==> src/rtl/fft_loader_pkg.sv <==
// Shared types and register layout for the FFT sample loader.
// Included by the loader top and its register readback block.
package fft_loader_pkg;

   typedef enum logic [1:0] {
      ST_LOAD  = 2'd0,
      ST_START = 2'd1,
      ST_RUN   = 2'd2
   } state_t;

   localparam logic [1:0] REG_CTRL   = 2'd0;
   localparam logic [1:0] REG_STATUS = 2'd1;
   localparam logic [1:0] REG_COUNT  = 2'd2;
   localparam logic [1:0] REG_RSVD   = 2'd3;

   localparam int CTRL_START = 0;
   localparam int CTRL_ABORT = 1;
   localparam int CTRL_AUTO  = 2;

   localparam int STAT_LOAD = 0;
   localparam int STAT_RUN  = 1;
   localparam int STAT_OVF  = 2;
   localparam int STAT_FULL = 3;
   localparam int STAT_BUSY = 4;

endpackage

==> src/rtl/fft_loader_regs.sv <==
// Register readback for the FFT loader: CTRL/STATUS/COUNT mux.
// Read data and valid are registered one cycle after the access.
module fft_loader_regs
   import fft_loader_pkg::*;
#(
   parameter int DATA_W = 32,
   parameter int CNT_W  = 9
) (
   input  logic              clk,
   input  logic              n_rst,
   input  logic              rd,
   input  logic              is_reg,
   input  logic [1:0]        offset,
   input  logic              auto_en,
   input  logic              load,
   input  logic              run,
   input  logic              overflow,
   input  logic              full,
   input  logic              busy,
   input  logic [CNT_W-1:0]  count,
   output logic [DATA_W-1:0] readdata,
   output logic              readdatavalid
);

   logic [DATA_W-1:0] mux;

   always_comb begin
      mux = '0;
      if (is_reg) begin
         unique case (offset)
            REG_CTRL: mux[CTRL_AUTO] = auto_en;
            REG_STATUS: begin
               mux[STAT_LOAD] = load;
               mux[STAT_RUN]  = run;
               mux[STAT_OVF]  = overflow;
               mux[STAT_FULL] = full;
               mux[STAT_BUSY] = busy;
            end
            REG_COUNT: mux[CNT_W-1:0] = count;
            REG_RSVD: mux = '0;
         endcase
      end
   end

   always_ff @(posedge clk or negedge n_rst) begin
      if (!n_rst) begin
         readdata      <= '0;
         readdatavalid <= 1'b0;
      end else begin
         readdatavalid <= rd;
         readdata      <= rd ? mux : '0;
      end
   end

endmodule

==> src/rtl/fft_avmm_loader.sv <==
// Avalon-MM slave loading multi-channel FFT samples and
// sequencing FFT start/done through a LOAD/START/RUN machine.
module fft_avmm_loader
   import fft_loader_pkg::*;
#(
   parameter int SAMPLE_W   = 16,
   parameter int DATA_W     = 32,
   parameter int DEPTH      = 256,
   parameter int NUM_CH     = 1,
   parameter int ADDR_W     = 9,
   parameter bit AUTO_START = 1'b0,
   localparam int IDX_W = $clog2(DEPTH),
   localparam int CH_W  = (NUM_CH > 1) ? $clog2(NUM_CH) : 1
) (
   input  logic                clk,
   input  logic                n_rst,
   input  logic                slave_chipselect,
   input  logic                slave_write,
   input  logic                slave_read,
   input  logic [ADDR_W-1:0]   slave_address,
   input  logic [DATA_W-1:0]   slave_writedata,
   output logic [DATA_W-1:0]   slave_readdata,
   output logic                slave_readdatavalid,
   input  logic                fft_busy,
   input  logic                fft_done,
   output logic                sWriteEn,
   output logic [IDX_W-1:0]    wAddress,
   output logic [CH_W-1:0]     wChannel,
   output logic [SAMPLE_W-1:0] fft_init_data,
   output logic                fft_start
);

   localparam int TOTAL = DEPTH * NUM_CH;
   localparam int CNT_W = $clog2(TOTAL + 1);
   localparam logic [CNT_W-1:0] TOTAL_C = CNT_W'(TOTAL);

   state_t           state;
   logic [CNT_W-1:0] count;
   logic             overflow;
   logic             auto_en;

   logic wr, rd, is_reg;
   logic smp_wr, ctrl_wr;
   logic abort, go, to_run, to_load;
   logic full;
   logic [1:0]       offset;
   logic [IDX_W-1:0] idx;
   logic [CH_W-1:0]  ch;
   logic             unused_bits;

   assign wr      = slave_chipselect & slave_write;
   assign rd      = slave_chipselect & slave_read;
   assign is_reg  = slave_address[ADDR_W-1];
   assign offset  = slave_address[1:0];
   assign idx     = slave_address[IDX_W-1:0];
   assign smp_wr  = wr & ~is_reg;
   assign ctrl_wr = wr & is_reg & (offset == REG_CTRL);
   assign full    = (count == TOTAL_C);

   if (NUM_CH > 1) begin : g_ch
      assign ch = slave_address[IDX_W +: CH_W];
   end else begin : g_one
      assign ch = '0;
   end

   assign unused_bits = ^{slave_address, slave_writedata};

   // Mutually exclusive transition terms; abort overrides everything.
   assign abort   = ctrl_wr & slave_writedata[CTRL_ABORT];
   assign go      = ~abort & (state == ST_LOAD) &
                    ((ctrl_wr & slave_writedata[CTRL_START]) |
                     (auto_en & full));
   assign to_run  = ~abort & (state == ST_START);
   assign to_load = ~abort & (state == ST_RUN) & fft_done;

   always_ff @(posedge clk or negedge n_rst) begin
      if (!n_rst) begin
         state         <= ST_LOAD;
         count         <= '0;
         overflow      <= 1'b0;
         auto_en       <= AUTO_START;
         sWriteEn      <= 1'b0;
         wAddress      <= '0;
         wChannel      <= '0;
         fft_init_data <= '0;
         fft_start     <= 1'b0;
      end else begin
         sWriteEn  <= 1'b0;
         fft_start <= 1'b0;
         if (smp_wr) begin
            if (state == ST_LOAD) begin
               sWriteEn      <= 1'b1;
               wAddress      <= idx;
               wChannel      <= ch;
               fft_init_data <= slave_writedata[SAMPLE_W-1:0];
               if (!full) count <= count + 1'b1;
            end else begin
               overflow <= 1'b1;
            end
         end
         if (ctrl_wr) auto_en <= slave_writedata[CTRL_AUTO];
         unique case (1'b1)
            abort: begin
               state    <= ST_LOAD;
               count    <= '0;
               overflow <= 1'b0;
            end
            go: begin
               state     <= ST_START;
               fft_start <= 1'b1;
            end
            to_run: state <= ST_RUN;
            to_load: begin
               state <= ST_LOAD;
               count <= '0;
            end
            default: ;
         endcase
      end
   end

   fft_loader_regs #(
      .DATA_W (DATA_W),
      .CNT_W  (CNT_W)
   ) u_regs (
      .clk           (clk),
      .n_rst         (n_rst),
      .rd            (rd),
      .is_reg        (is_reg),
      .offset        (offset),
      .auto_en       (auto_en),
      .load          (state == ST_LOAD),
      .run           (state != ST_LOAD),
      .overflow      (overflow),
      .full          (full),
      .busy          (fft_busy),
      .count         (count),
      .readdata      (slave_readdata),
      .readdatavalid (slave_readdatavalid)
   );

endmodule

==> config.mk <==
export PLATFORM = sky130hd
export DESIGN_NAME = fft_avmm_loader
export DESIGN_NICKNAME = d
export VERILOG_FILES = /design/src/rtl/fft_loader_pkg.sv /design/src/rtl/fft_loader_regs.sv /design/src/rtl/fft_avmm_loader.sv
export SDC_FILE = /design/constraint.sdc
export NUM_CORES = 1
export LEC_CHECK = 0
export CAP_MARGIN = 5
export CORE_MARGIN = 5
export CORE_UTILIZATION = 33
export DETAILED_ROUTE_END_ITERATION = 6
export PLACE_DENSITY_LB_ADDON = 0.1
export SLEW_MARGIN = 20
export SYNTH_ARGS = -nofsm -noshare
export SYNTH_HDL_FRONTEND = slang
export SYNTH_HIERARCHICAL = 1
export SYNTH_SLANG_ARGS = --single-unit
==> constraint.sdc <==
create_clock -name clk -period 2.85 [get_ports clk]
set_input_delay 0.4275 -clock clk [delete_from_list [all_inputs] [get_ports clk]]
set_output_delay 0.4275 -clock clk [all_outputs]
set_load 0.02 [all_outputs]
==> results.yml, run 1 <==
die:
  die_h_um: 94.3
  initial_core_util_pct: 34.2
  die_w_um: 94.3
  die-area_um2: 8900
  core_area_um2: 6870
  ios: 108
  rows: 30
timing:
  final.setup.tns_ns: 0
  fin_ws_ns: 0.783
  finalCriticalPeriod_ns: 2.07
  drv_slew: 0
  setup_violations: 0
  max_freq_ghz: 0.484
  finalCritPeriodShare_pct: 72.5
  rsz0062_at_grt: "false"
  tightest_slew_ns: 0.627
  slew_headroom_pct: 58.2
  fin_skew_ns: 0.00796
  hold_violations: 0
critical_path:
  reg2reg_slack_ns: 1.07
  crit_type: "in -> reg"
  endpoint_kind: "flop"
  required_ns: 3.04
  cp_max_fo: 25
  crit_arrival_ns: 2.26
  start_kind: "input pin"
synthesis:
  synth.distinct_cells: 41
  syn_area_um2: 2350
  synth-seq-cells: 49
  yosys_most_used_dff: "dfrtp_1"
  ys_top_cells_by_count: "49 x dfrtp_1, 26 x buf_4, 18 x mux2_2"
  synth-edff-count: 0
  yosys_warnings: 6
  syn_inst: 193
  synth_top_cell_by_area: "dfrtp_1"
  avgSynthCellArea_um2: 12.2
  seq_area_frac_synth_pct: 52.2
  yosys-top-cells-area: "dfrtp_1 52%, mux2_2 8.6%, buf_4 8.3%"
  synthMostInstantiatedCell: "dfrtp_1"
  async_flop_share_pct: 100
  synth_top_area_share_pct: 52.2
clock_tree:
  ctsHoldBuffers: 0
  cts.clk_slew.worst_paths_ns: 0.09
  cts_setup_buffers: 0
  cts_root_buf: "clkbuf_8"
  h-tree-depth: 2
  cts_buffer_depth: 2
  cts_tree: "done"
  insertion_delay_ns: 0.30
  post_cts_resized: 0
  numCtsBuffers: 5
  cts_num_sinks: 49
final_layout:
  final_core_util_pct: 45.5
  fin_nets: 318
  diodes: 0
  syn_to_final_growth_pct: 33.1
  multi_input_area_um2: 962
  final-seq-area_um2: 1230
  drive_gt1_share_pct: 13.2
  n_fill_cell: 662
routing:
  dr_wl_met3_um: 340
  drt_iter0_markers: 44
  drcViolationCount: 0
  met2WireLength_um: 2490
  wl_met1_um: 2330
  vias: 1624
  wire_per_inst_um: 14.4
  drtPass1Iterations: 4
  via_per_inst: 4.49
  antenna_left: 0
  wl_um: 5210
  top_layer: "met4"
pwr:
  p_int_uw: 1590
  ir_worst_vdd_mv: 0.354
  p_sw_uw: 861
  p_sw_share_pct: 35.1
  power_density_nw_per_um2: 785
  p_leak_uw: 0.00133
  combPwrFrac_pct: 41.5
  pwr-share-clk_pct: 16.9
  power.share.sequential_pct: 41.6
grt:
  grt_usage_pct: 12.0
  grt_max_degree: 50
  grt_first_pass_wirelength_um: 8400
  grt_pass1_vias: 1661
  overflow: 0
  antenna_found_initial: 0
placed_design:
  hpwl_um: 3820
  routabilityCongestion: 0.796
  dp_slack_ns: 0.426
  io_buffers: 67
worst_hold_path:
  hold_class: "in -> async"
status:
  outcome: "finished clean"
flow_run:
  cap_violations: 0
layer usage:
metal  up-vias  GRT usage [%]
met5         -              0
met4         0           3.37
met3         4           2.87
met2        54           19.6
met1       782           15.9
li1        784              -
state kept, by name, summed over array words and instances, names as in the netlist:
signal and flops:
auto_en 1, wAddress 8, count 9, sWriteEn 1
fft_init_data 16, overflow 1, state 2, u_regs/readdatavalid 1
fft_start 1, u_regs/readdata 9
final timing paths:
check                             startpoint                 end  depth (start not counted)
setup / recovery            slave_address[8]    fft_init_data[5]                          5
hold / removal                         n_rst  u_regs/readdata[7]                          2
setup reg to reg                    state[1]    fft_init_data[5]                          4
hold reg to reg            fft_init_data[14]   fft_init_data[14]                          1
max in group asynchronous              n_rst         wAddress[1]                          2
min in group clk           fft_init_data[14]   fft_init_data[14]                          1
placed cells by master (no fill, tap or decap), types with 2 or more instances in the layout:
master,instances
dfrtp_1,49
ha_1,5
nand3_1,2
mux2i_1,4
nor2_1,6
a22oi_1,4
nand2_1,4
nand4bb_1,4
o21ai_0,2
a21oi_1,7
mux2_2,18
and2_1,5
clkdlybuf4s50_1,66
or4_1,5
clkbuf_8,5
nand3b_1,2
o31ai_1,4
o211ai_1,6
conb_1,24
inv_1,10
buf_4,3
mux2_1,7
through the flow:
step / area [um^2] / std cells / hold WS, ns / total power, uW
final: 3120 / 362 / 0.221 / 2450
after global routing: 3120 / 362 / 0.269 / 2610
after CTS: 3120 / 362 / 0.249 / 2490
after detailed placement: 3040 / 354 / 0.474 / 2070
after global placement: 3040 / 354 / 0.466 / 2060
after floorplan: 2430 / 215 / 0.132 / 1590
worst max-delay path: stages:
cell	delay [ns]
clkdlybuf4s50_1	0.57
nand3b_1	0.40
nor2_4	0.14
buf_4	0.32
mux2_2	0.38
cell families after synthesis:
logic type      synth area share (%)
flops                           52.2
simple gates                    12.2
buf+inv                         10.3
mux                             13.7
compound gates                  8.26
fa+ha+maj                       2.67
other cells                    0.320
xor+xnor                       0.373
power by group through the flow:
stage               sequential (uW)  clock [uW]  combinational [uW]
global placement               1030           0                1020
floorplan                      1240           0                 355
detailed placement             1040           0                1030
CTS                            1020         432                1040
global route                   1060         462                1090
finish                         1020         415                1020
cell type report:
cell class	instances	share of cell area [%]
Clock buffer	6	2.32
Inverter	11	1.32
Tap cell	96	3.84
Multi-Input combinational cell	128	30.8
Timing Repair Buffer	70	22.0
Clock inverter	2	0.441
Sequential cell	49	39.2
No activity file was read; power rests on OpenSTA's default activity.
==> run 2: changes to the inputs <==
==> constraint.sdc (replaced) <==
create_clock -name clk -period 1.9 [get_ports clk]
set_input_delay 0.285 -clock clk [delete_from_list [all_inputs] [get_ports clk]]
set_output_delay 0.285 -clock clk [all_outputs]
set_load 0.02 [all_outputs]
==> run 2 against run 1 <==
Effect of this change:
- power grew 51%
- utilization grew 1.6 points
- non-clock buffer count grew 11
- cell area grew 3.4%
- sequential share of layout area shrank 1.3 points
- combinational power grew 54%
- first-iteration DRC count grew 52%
- register-to-register slack lost 0.90 ns
- clock skew grew 0.0026 ns
- via count grew 2.9%
- sequential cell count is the same
- final cell count grew 3.0%
- largest cell class unchanged
==> results.yml, run 2 (same netlist as run 1, synthesis figures left out) <==
pwr:
  power_density_nw_per_um2: 1140
  ir_worst_vdd_mv: 0.508
  p_leak_uw: 0.00138
  power_uw: 3700
grt:
  grt_first_pass_wirelength_um: 8450
  grt_usage_pct: 12.2
  grt_max_degree: 32
  grt_pass1_vias: 1651
  overflow: 0
  antenna_found_initial: 0
final_layout:
  final_core_util_pct: 47.0
  fin_nets: 329
  diodes: 0
  final_common_cell: "clkdlybuf4s50_1"
  largestRegisters: "fft_init_data (16), count (9), u_regs/readdata (9)"
  drive_gt1_share_pct: 15.9
  syn_to_final_growth_pct: 37.7
  top_register: "fft_init_data"
  n_fill_cell: 648
  final_cell_mix: "66 x clkdlybuf4s50_1, 49 x dfrtp_1, 24 x conb_1"
  largest_reg_flops: 16
die:
  die-area_um2: 8900
  initial_core_util_pct: 34.2
  die_h_um: 94.3
  die_w_um: 94.3
  ios: 108
  rows: 30
  core_area_um2: 6870
critical_path:
  cp_slowest_cell: "or4_4"
  crit_arrival_ns: 1.93
  crit_type: "reg -> reg"
  start_kind: "flop"
  cp_max_fo: 6
  crit_buf_inv: 0
  cp_cell_sequence: "or4_4 > or3_4 > a221oi_2"
  required_ns: 2.10
  endpoint_kind: "flop"
  cp_top_family: "simple AND/OR/NAND/NOR gates"
  max_stage_delay_ns: 0.59
routing:
  drcViolationCount: 0
  vias: 1671
  drt_iter0_markers: 67
  drtPass1Iterations: 4
  via_per_inst: 4.48
  wl_um: 5240
  wire_per_inst_um: 14.1
  antenna_left: 0
timing:
  finalCritPeriodShare_pct: 90.9
  rsz0062_at_grt: "false"
  setup_violations: 0
  max_freq_ghz: 0.579
  drv_slew: 0
  finalCriticalPeriod_ns: 1.73
  fin_ws_ns: 0.174
  final.setup.tns_ns: 0
  fin_skew_ns: 0.0105
  holdWs_ns: 0.459
  hold_violations: 0
placed_design:
  routabilityCongestion: 0.762
  dp_slack_ns: -0.0371
  io_buffers: 67
  hpwl_um: 4000
clock_tree:
  cts_root_buf: "clkbuf_8"
  cts_buffer_depth: 2
  numCtsBuffers: 5
  insertion_delay_ns: 0.30
  post_cts_resized: 0
  h-tree-depth: 2
  cts_tree: "done"
  cts_num_sinks: 49
  cts.clk_slew.worst_paths_ns: 0.09
worst_hold_path:
  hold_class: "in -> async"
flow_run:
  cap_violations: 0
status:
  outcome: "finished clean"
==> run 2: cell count changes in the layout (fill, tap and decap cells not counted), sizes merged <==
cell	delta
clkbuf	+1
clkinv	-1
buf	+10
dlygate4sd3	+1
inv	-1
clkinvlp	+1
==> run 2: through the flow <==
step | instance area (um^2) | cells
2_1_floorplan | 2430 | 215
3_3_place_gp | 3140 | 364
3_5_place_dp | 3140 | 364
4_1_cts | 3230 | 373
5_1_grt | 3230 | 373
6_report | 3230 | 373
==> run 2: timing repair <==
item | in CTS | in global routing
buffers inserted | 0 | 0
endpoints found under the hold margin | 18 | 0
hold buffers | 1 | 0
==> run 2: path summary, 6_finish.rpt <==
kind | depth (start not counted) | to | startpoint | slack (ns)
max | 3 | fft_start | count[5] | 0.17
min | 2 | u_regs/readdata[7] | n_rst | 0.46
max reg2reg | 3 | fft_start | count[5] | 0.17
min reg2reg | 1 | fft_init_data[13] | fft_init_data[13] | 0.49
max in group asynchronous | 3 | count[2] | n_rst | 0.91
min in group clk | 1 | fft_init_data[13] | fft_init_data[13] | 0.49
==> run 2: final cells by class <==
class / instances / area [um^2] / area share (%)
multi-input combinational: 128 / 962 / 29.8
timing repair buffer: 81 / 798 / 24.7
inverter: 11 / 41.3 / 1.28
clock inverter: 1 / 7.51 / 0.232
tap: 96 / 120 / 3.72
sequential: 49 / 1230 / 37.9
clock buffer: 7 / 76.3 / 2.36
==> run 2: worst register-to-register path, cell delays in order (launching register included) <==
cell and delay (ns):
dfrtp_1 0.44, or4_4 0.59, or3_4 0.36, a221oi_2 0.24
==> run 2: layer usage <==
layer | vias up | part of all wire [%] | track usage [%]
met5 | - | 0 | 0
met4 | 0 | 1.2 | 4.33
met3 | 5 | 7.3 | 3.19
met2 | 61 | 49 | 19.2
met1 | 793 | 43 | 16.2
li1 | 812 | - | -
==> run 2: power breakdown <==
| group | internal (uW) | leakage (uW) | switching, uW |
|---|---|---|---|
| logic | 819 | 0.000715 | 754 |
| registers | 1350 | 0.000628 | 183 |
| clock network | 261 | 0.0000385 | 335 |
==> run 3: changes to the inputs <==
--- a/config.mk
+++ b/config.mk
@@ -8,6 +8,7 @@
 export CAP_MARGIN = 5
 export CORE_MARGIN = 5
 export CORE_UTILIZATION = 33
+export CTS_CLUSTER_DIAMETER = 40
 export DETAILED_ROUTE_END_ITERATION = 6
 export PLACE_DENSITY_LB_ADDON = 0.1
 export SLEW_MARGIN = 20
==> results of run 3 <==
Same layout as run 2: the final DEF is identical, and so are final timing and power.
